## config.mk

```make
export PLATFORM = sky130hd
export DESIGN_NAME = dtw_query_ctrl
export DESIGN_NICKNAME = d
export VERILOG_FILES = /design/src/rtl/dtw_query_ctrl.sv
export SDC_FILE = /design/constraint.sdc
export NUM_CORES = 1
export LEC_CHECK = 0
export CAP_MARGIN = 20
export CORE_MARGIN = 2
export CORE_UTILIZATION = 49
export CTS_CLUSTER_DIAMETER = 80
export DETAILED_ROUTE_END_ITERATION = 10
export HOLD_SLACK_MARGIN = 0.08
export PLACE_DENSITY = 0.9
export REMOVE_ABC_BUFFERS = 1
export SYNTH_ARGS = -nofsm -noshare
export SYNTH_HDL_FRONTEND = slang
export SYNTH_SLANG_ARGS = --single-unit
```

## constraint.sdc

```tcl
create_clock -name clk -period 3.4 [get_ports clk]
set_input_delay 0.68 -clock clk [delete_from_list [all_inputs] [get_ports clk]]
set_output_delay 0.68 -clock clk [all_outputs]
set_load 0.005 [all_outputs]
```

## src/rtl/dtw_query_ctrl.sv

```systemverilog
// DTW query controller: sequences reference load, query sample streaming,
// datapath run, and emission of a 3-word result record to the sink FIFO.
// Ports:
//   clk, rst        clock, sync active-high reset
//   rs, op_mode     run strobe, 0=query 1=reference load
//   load_done       reference memory loaded
//   abort           cancel current operation
//   qry_len         runtime query length
//   threshold       hit threshold
//   busy, dtw_done  status
//   addr_ref        reference read pointer
//   src_fifo_*      source FIFO (first-word-fall-through) handshake
//   sink_fifo_*     sink FIFO handshake, record output
//   dp_*            datapath control/result
//   dbg_*           state, record and hit counters
module dtw_query_ctrl #(
  parameter int WIDTH            = 16,
  parameter int MAX_SQG_SIZE     = 1024,
  parameter int QLEN_WIDTH       = 11,
  parameter int REFMEM_PTR_WIDTH = 20
) (
  input  logic                        clk,
  input  logic                        rst,
  input  logic                        rs,
  input  logic                        op_mode,
  input  logic                        load_done,
  input  logic                        abort,
  input  logic [QLEN_WIDTH-1:0]       qry_len,
  input  logic [WIDTH-1:0]            threshold,
  output logic                        busy,
  output logic                        dtw_done,
  output logic [REFMEM_PTR_WIDTH-1:0] addr_ref,
  output logic                        src_fifo_clear,
  output logic                        src_fifo_rden,
  input  logic                        src_fifo_empty,
  input  logic [31:0]                 src_fifo_data,
  output logic                        sink_fifo_wren,
  input  logic                        sink_fifo_full,
  output logic [31:0]                 sink_fifo_data,
  output logic                        sink_fifo_last,
  output logic                        dp_rst,
  output logic                        dp_running,
  input  logic                        dp_done,
  input  logic [WIDTH-1:0]            dp_minval,
  input  logic [31:0]                 dp_position,
  output logic [2:0]                  dbg_state,
  output logic [31:0]                 dbg_nquery,
  output logic [31:0]                 dbg_nhit
);

  typedef enum logic [2:0] {
    IDLE     = 3'd0,
    REF_LOAD = 3'd1,
    Q_INIT   = 3'd2,
    Q_RUN    = 3'd3,
    Q_DONE   = 3'd4
  } state_t;

  localparam logic [QLEN_WIDTH-1:0] MAX_LEN =
    QLEN_WIDTH'(MAX_SQG_SIZE);

  state_t state_q, state_d;

  logic                        busy_q, busy_d;
  logic                        clr_q, clr_d;
  logic                        dp_rst_q, dp_rst_d;
  logic [REFMEM_PTR_WIDTH-1:0] addr_q, addr_d;
  logic [QLEN_WIDTH-1:0]       cnt_q, cnt_d;
  logic [QLEN_WIDTH-1:0]       len_q, len_d;
  logic [31:0]                 qid_q, qid_d;
  logic [31:0]                 pos_q, pos_d;
  logic [WIDTH-1:0]            minval_q, minval_d;
  logic                        hit_q, hit_d;
  logic [1:0]                  widx_q, widx_d;
  logic [31:0]                 nquery_q, nquery_d;
  logic [31:0]                 nhit_q, nhit_d;

  logic [QLEN_WIDTH-1:0]       eff_len;
  logic [31:0]                 word;

  // Zero or oversize lengths fall back to the largest supported query.
  assign eff_len = (qry_len == '0 || qry_len > MAX_LEN) ?
                   MAX_LEN : qry_len;

  always_comb begin
    unique case (widx_q)
      2'd0:    word = qid_q;
      2'd1:    word = pos_q;
      default: word = {hit_q, 15'b0, 16'(minval_q)};
    endcase
  end

  always_comb begin
    state_d  = state_q;
    addr_d   = addr_q;
    cnt_d    = cnt_q;
    len_d    = len_q;
    qid_d    = qid_q;
    pos_d    = pos_q;
    minval_d = minval_q;
    hit_d    = hit_q;
    widx_d   = widx_q;
    nquery_d = nquery_q;
    nhit_d   = nhit_q;

    busy_d   = (state_q != IDLE);
    clr_d    = (state_q == IDLE);
    dp_rst_d = (state_q == IDLE) || (state_q == REF_LOAD);

    src_fifo_rden  = 1'b0;
    dp_running     = 1'b0;
    sink_fifo_wren = 1'b0;
    sink_fifo_last = 1'b0;
    sink_fifo_data = 32'h0;
    dtw_done       = 1'b0;

    unique case (state_q)
      IDLE: begin
        if (rs && !op_mode && load_done)
          state_d = Q_INIT;
        else if (rs && op_mode && !load_done)
          state_d = REF_LOAD;
      end
      REF_LOAD: begin
        if (abort || load_done)
          state_d = IDLE;
      end
      Q_INIT: begin
        cnt_d  = '0;
        addr_d = '0;
        len_d  = eff_len;
        if (abort) begin
          state_d = IDLE;
        end else if (!src_fifo_empty) begin
          // First word of a query stream is its id.
          src_fifo_rden = 1'b1;
          qid_d         = src_fifo_data;
          state_d       = Q_RUN;
        end
      end
      Q_RUN: begin
        if (abort) begin
          state_d = IDLE;
        end else if (dp_done) begin
          minval_d = dp_minval;
          pos_d    = dp_position;
          hit_d    = (dp_minval <= threshold);
          widx_d   = 2'd0;
          state_d  = Q_DONE;
        end else if (cnt_q < len_q) begin
          // Datapath stalls while the source runs dry.
          if (!src_fifo_empty) begin
            src_fifo_rden = 1'b1;
            dp_running    = 1'b1;
            cnt_d         = cnt_q + QLEN_WIDTH'(1);
            addr_d        = addr_q + REFMEM_PTR_WIDTH'(1);
          end
        end else begin
          dp_running = 1'b1;
          addr_d     = addr_q + REFMEM_PTR_WIDTH'(1);
        end
      end
      Q_DONE: begin
        dtw_done       = 1'b1;
        sink_fifo_data = word;
        if (abort) begin
          state_d = IDLE;
        end else if (!sink_fifo_full) begin
          sink_fifo_wren = 1'b1;
          if (widx_q == 2'd2) begin
            sink_fifo_last = 1'b1;
            nquery_d       = nquery_q + 32'd1;
            nhit_d         = nhit_q + {31'd0, hit_q};
            widx_d         = 2'd0;
            state_d        = IDLE;
          end else begin
            widx_d = widx_q + 2'd1;
          end
        end
      end
      default: state_d = IDLE;
    endcase

    // Nothing leaves the block while reset is asserted.
    if (rst) begin
      src_fifo_rden  = 1'b0;
      dp_running     = 1'b0;
      sink_fifo_wren = 1'b0;
      sink_fifo_last = 1'b0;
    end
  end

  always_ff @(posedge clk) begin
    if (rst) begin
      state_q  <= IDLE;
      busy_q   <= 1'b0;
      clr_q    <= 1'b1;
      dp_rst_q <= 1'b1;
      addr_q   <= '0;
      cnt_q    <= '0;
      len_q    <= '0;
      qid_q    <= '0;
      pos_q    <= '0;
      minval_q <= '0;
      hit_q    <= 1'b0;
      widx_q   <= '0;
      nquery_q <= '0;
      nhit_q   <= '0;
    end else begin
      state_q  <= state_d;
      busy_q   <= busy_d;
      clr_q    <= clr_d;
      dp_rst_q <= dp_rst_d;
      addr_q   <= addr_d;
      cnt_q    <= cnt_d;
      len_q    <= len_d;
      qid_q    <= qid_d;
      pos_q    <= pos_d;
      minval_q <= minval_d;
      hit_q    <= hit_d;
      widx_q   <= widx_d;
      nquery_q <= nquery_d;
      nhit_q   <= nhit_d;
    end
  end

  assign busy           = busy_q;
  assign src_fifo_clear = clr_q;
  assign dp_rst         = dp_rst_q;
  assign addr_ref       = addr_q;
  assign dbg_state      = state_q;
  assign dbg_nquery     = nquery_q;
  assign dbg_nhit       = nhit_q;

endmodule

```

After elaboration in Yosys (flattened, before gate mapping). Cells that the tools add are included.

Reductions and logical operators: 22. Shift-type cells: 0. Multipliers: 0. Div/mod/pow operators: 0. Add/sub/neg operators: 5. Muxes and demuxes: 52. Order comparisons: 3. Equality and inequality tests: 20. Bitwise operators: 3.

Operators with widths (number): $mux 20 (4); $pmux 32 s2 (1); $mux 11 (5); $pmux 20 s2 (1); $add 32x1->32 (1); $add 32x1->32 const B (1); $mux 32 (1); $mux 3 (10); $pmux 11 s2 (1); $mux 1 (21); $add 20x1->20 const B (1); $le 16x16->1 (1); $ne 3x3->1 const B (5); $pmux 3 s5 (1); $ne 2x2->1 const B (7); $add 11x1->11 const B (1); $gt 11x11->1 const B (1); $logic_not 11->1 (1); $lt 11x11->1 (1); $mux 2 (5); $reduce_and 5->1 (2); $reduce_and 4->1 (2); $eq 3x2->1 const B (2); $reduce_and 3->1 (2); other kinds (18) (27).

Memory bits (writable): 0. ROM bits: 0. Memories kept: 0. Bits in latches: 0. Output and inout port bits: 127. Register bits after elaboration: 195.

Logic depth before layout (Yosys ltp).
Depth after elaboration: 6. Gate-level depth with buffers: 10. Gate-level depth less buffers: 8.

Worst setup path before layout. No wires, ideal clock.

Path type: in2reg. From: in abort. To: reg nquery_q[31] (netlist: dbg_nquery[31]). Arrival: 2.692 ns. Cell stages on the path: 8. Required time: 3.285 ns. Setup slack: 0.593 ns. Cell sequence: clkbuf_1 or2_2 clkbuf_1 nor4_4 nand4_2 or4_4 o31a_1 o21a_1.

Longest elaborated chain between the ends: 2.

Ends and longest elaborated chain: start, declared (RTL line 27) `input logic abort,`; $not 1->1 (no line); $reduce_and 4->1 (no line); end signal, assigned (RTL line 222) `nquery_q <= nquery_d;`; end, declared (RTL line 75) `logic [31:0] nquery_q, nquery_d;`.

No other way between the ends. A chain may end at the register's enable or synchronous reset.

Final worst setup path.
From: reg cnt_q[6]. To: out src_fifo_rden.

Longest elaborated chain between the ends: 6.

Ends and longest elaborated chain: start, declared (RTL line 68) `logic [QLEN_WIDTH-1:0] cnt_q, cnt_d;`; start signal, assigned (RTL line 215) `cnt_q <= cnt_d;`; $lt 11x11->1 (RTL line 150) `end else if (cnt_q < len_q) begin`; $mux 1 (RTL line 150); $mux 1 (RTL line 144) `end else if (dp_done) begin`; $mux 1 (RTL line 142) `if (abort) begin`; $pmux 1 s2 (RTL line 117) `unique case (state_q)`; $mux 1 (RTL line 185) `if (rst) begin`; end, declared (RTL line 34) `output logic src_fifo_rden,`.

No other way between the ends.

==> Flow_metrics.wiki <==
{| class="wikitable"
! Metric !! Value
|-
| Outcome || completed
|-
| Sink count of the clock tree || 195
|-
| Setup_tns || 0 ps
|-
| Asr flop ratio synth || 0%
|-
| Family of cells with the greatest summed delay on the critical path || compound AO/OA/AOI/OAI gates
|-
| Layout cell share with drive strength beyond 1 || 6.846%
|-
| Final net count || 1580
|-
| Synth Register Bits || 195
|-
| Number of DRC markers after the initial detailed-route iteration || 667
|-
| Via count of the first global-routing pass || 9240
|-
| Worst slew pin tran || 607.5 ps
|-
| Remaining number of nets flagged by the antenna check after routing || 0
|-
| Leading cell type by number of instances after synthesis || sky130_fd_sc_hd__nand2_1
|-
| Number of clock buffers inserted by TritonCTS || 17
|-
| Post-synthesis sequential area ratio || 41.40%
|-
| Width of the die || 142.7 um
|-
| Final GP Congestion || 0.8660
|-
| Worst VDD drop || 314.3 uV
|-
| Count of different cell masters after synthesis || 60
|-
| Number of maximum-capacitance constraint violations || 0
|-
| Critical Path Source Type || register
|-
| Lkg Pwr || 4.555 nW
|-
| Commonest register cell after synthesis || sky130_fd_sc_hd__dfxtp_1
|-
| Floorplan core area || 18770 um^2
|-
| Class of the tightest hold or removal check || register to register
|-
| Area share of the largest cell type after synthesis || 41.40%
|-
| Total number of vias || 9639
|-
| Final hold violation count || 0
|-
| Type of the worst setup path || register to output pin
|-
| Worst max-slew margin expressed relative to the limit || 59.50%
|-
| Final routed wirelength across all metal layers || 27050 um
|-
| Cell area after synthesis || 9429 um^2
|-
| Count of pins on the block boundary || 243
|-
| Final setup violating endpoints || 0
|-
| Drt pass-1 iters || 5
|-
| Crit path largest cell delay || 510 ps
|-
| DP HPWL || 19210 um
|-
| CTS Root Buffer Type || sky130_fd_sc_hd__clkbuf_16
|-
| Top fanout value on the critical path || 6
|-
| Worst EP required || 2720 ps
|-
| Pin count of the biggest net entering global routing || 137
|-
| Critical Path Sink Type || output pin
|-
| Cell chain of the critical path || ha_1 -> a21oi_1 -> nor2_1 -> a211o_1 -> nor2_2 -> a21oi_1 -> and3b_1 -> clkdlybuf4s50_1
|-
| Effective utilization at floorplan || 50.24%
|-
| Full die area || 20370 um^2
|-
| CTS H-Tree Depth || 4
|-
| Wire length per cell after detailed routing || 16.10 um
|-
| Clock latency on the worst-skew pair || 430 ps
|-
| Fmax || 298.4 MHz
|-
| Clock tree from TritonCTS || built
|-
| Diodes inserted || 0
|-
| Number of slew-limit violations in the final report || 0
|-
| Arrival time worst endpoint || 2670 ps
|-
| Growth of design area from synthesis to finish || 35.70%
|-
| Hold Worst Slack || 456.3 ps
|-
| Maximum buffer depth of the clock tree || 2
|-
| Worst clock skew || 12.50 ps
|-
| Final critical path time including I/O delays and setup || 3352 ps
|-
| Count of flip-flops with a built-in enable after synthesis || 0
|-
| Gate count after technology mapping || 1210
|-
| Aggregate global routing overflow || 0
|-
| First-pass GRT wire length || 43680 um
|-
| Port Buffer Count || 242
|-
| Clock input transition at the sequential cells of the worst setup and hold paths || 70 ps
|-
| Antenna violations before repair || 0
|-
| Die H || 142.7 um
|-
| Number of vias per cell || 5.738
|-
| Largest cells by area after synthesis || sky130_fd_sc_hd__dfxtp_1 (41%), sky130_fd_sc_hd__nand2_1 (8.8%), sky130_fd_sc_hd__a21oi_1 (7.7%)
|-
| Yosys warnings || 0
|-
| Avg Synthesized Cell Area || 7.793 um^2
|-
| Portion of the clock cycle consumed by the worst path in the final layout || 98.58%
|-
| Row Count || 50
|-
| Sum of buffers and inverters on the critical path || 1
|-
| Most common cell type on the critical path || sky130_fd_sc_hd__a21oi_1
|-
| CTS hold repair buffers || 0
|-
| PwrDens || 362.8 nW/um^2
|-
| Synth area leader || sky130_fd_sc_hd__dfxtp_1
|-
| List of most frequent post-synthesis cells || sky130_fd_sc_hd__nand2_1 (221), sky130_fd_sc_hd__dfxtp_1 (195), sky130_fd_sc_hd__a21oi_1 (145)
|-
| Cell with the largest stage delay on the worst path || sky130_fd_sc_hd__clkdlybuf4s50_1
|-
| DRC violation count after routing || 0
|-
| Gr usage total || 26.20%
|}
-- metal layers --
metal | wire length [um] | global-route usage, %
met5 | 0 | 0
met4 | 578 | 9.119
met3 | 2365 | 5.768
met2 | 13000 | 45.17
met1 | 11100 | 32.31
-- cell type report --
| class | instances | area [um^2] |
|---|---|---|
| Tap cell | 234 | 292.8 |
| Clock buffer | 17 | 425.4 |
| Multi-Input combinational cell | 896 | 5112 |
| Sequential cell | 195 | 3906 |
| Fill cell | 1431 | 5973 |
| Inverter | 42 | 157.7 |
| Timing Repair Buffer | 281 | 2744 |
| Clock inverter | 15 | 156.4 |
-- power by group --
part / leakage, nW / total, mW / internal [mW] / switching, mW
Combinational: 2.70 / 0.356 / 0.190 / 0.166
Sequential: 1.57 / 2.30 / 2.29 / 0.00621
Clock: 0.285 / 1.99 / 0.988 / 0.998
-- metrics by stage --
| stage | std cells | worst slack, ps | area (um^2) | power, mW | utilization [%] |
|---|---|---|---|---|---|
| final | 1680 | 48.42 | 12790 | 4.642 | 68.17 |
| after global routing | 1680 | -34.13 | 12790 | 4.787 | 68.17 |
| after CTS | 1677 | 5.649 | 12750 | 4.654 | 67.95 |
| after detailed placement | 1643 | 80.98 | 12150 | 2.701 | 64.75 |
| after global placement | 1643 | 71.69 | 12150 | 2.693 | 64.75 |
| after floorplan | 1133 | -881.3 | 9129 | 2.459 | - |
-- cell families (layout without fill, tap and decap cells) --
group | Yosys count | count (layout) | synth area share [%]
simple gates | 540 | 540 | 26.95
compound gates | 251 | 251 | 15.55
flops | 195 | 195 | 41.40
buf+inv | 119 | 355 | 4.857
xor+xnor | 55 | 55 | 5.109
fa+ha+maj | 31 | 31 | 4.114
mux | 19 | 19 | 2.017
-- path summary, 6_finish.rpt --
kind,endpoint,start,depth (start not counted),slack [ps]
max,src_fifo_rden,cnt_q[6],8,50
min,minval_q[11],minval_q[11],2,460
max reg2reg,addr_ref[9],cnt_q[6],10,770
min reg2reg,minval_q[11],minval_q[11],2,460
-- worst min-delay path: stages, from the launching register on --
cell and delay [ps]:
sky130_fd_sc_hd__dfxtp_1 310, sky130_fd_sc_hd__nand2_1 50, sky130_fd_sc_hd__a21oi_1 50
-- state kept, by name, summed over array words and instances, names as in the netlist, 2 cells and up --
| name | count |
|---|---|
| addr_ref | 20 |
| cnt_q | 11 |
| dbg_nhit | 32 |
| dbg_nquery | 32 |
| dbg_state | 3 |
| len_q | 11 |
| minval_q | 16 |
| pos_q | 32 |
| qid_q | 32 |
| widx_q | 2 |
-- placed cells by master (no fill, tap or decap), types with 17 or more instances in the layout --
master                            instances
sky130_fd_sc_hd__a21oi_1                145
sky130_fd_sc_hd__and3_1                  21
sky130_fd_sc_hd__buf_4                   37
sky130_fd_sc_hd__clkbuf_16               17
sky130_fd_sc_hd__clkdlybuf4s50_1        240
sky130_fd_sc_hd__dfxtp_1                193
sky130_fd_sc_hd__ha_1                    31
sky130_fd_sc_hd__inv_1                   42
sky130_fd_sc_hd__mux2i_1                 19
sky130_fd_sc_hd__nand2_1                221
sky130_fd_sc_hd__nand3_1                 44
sky130_fd_sc_hd__nand4_1                 31
sky130_fd_sc_hd__nor2_1                 127
sky130_fd_sc_hd__o21ai_0                 34
sky130_fd_sc_hd__xor2_1                  40
-- repair_timing --
item                       CTS  global route
setup endpoints to repair    2             2
pin swaps                    1             5
resized for setup            1             7
buffers inserted             2             3
(Power assumes the default switching activity.)
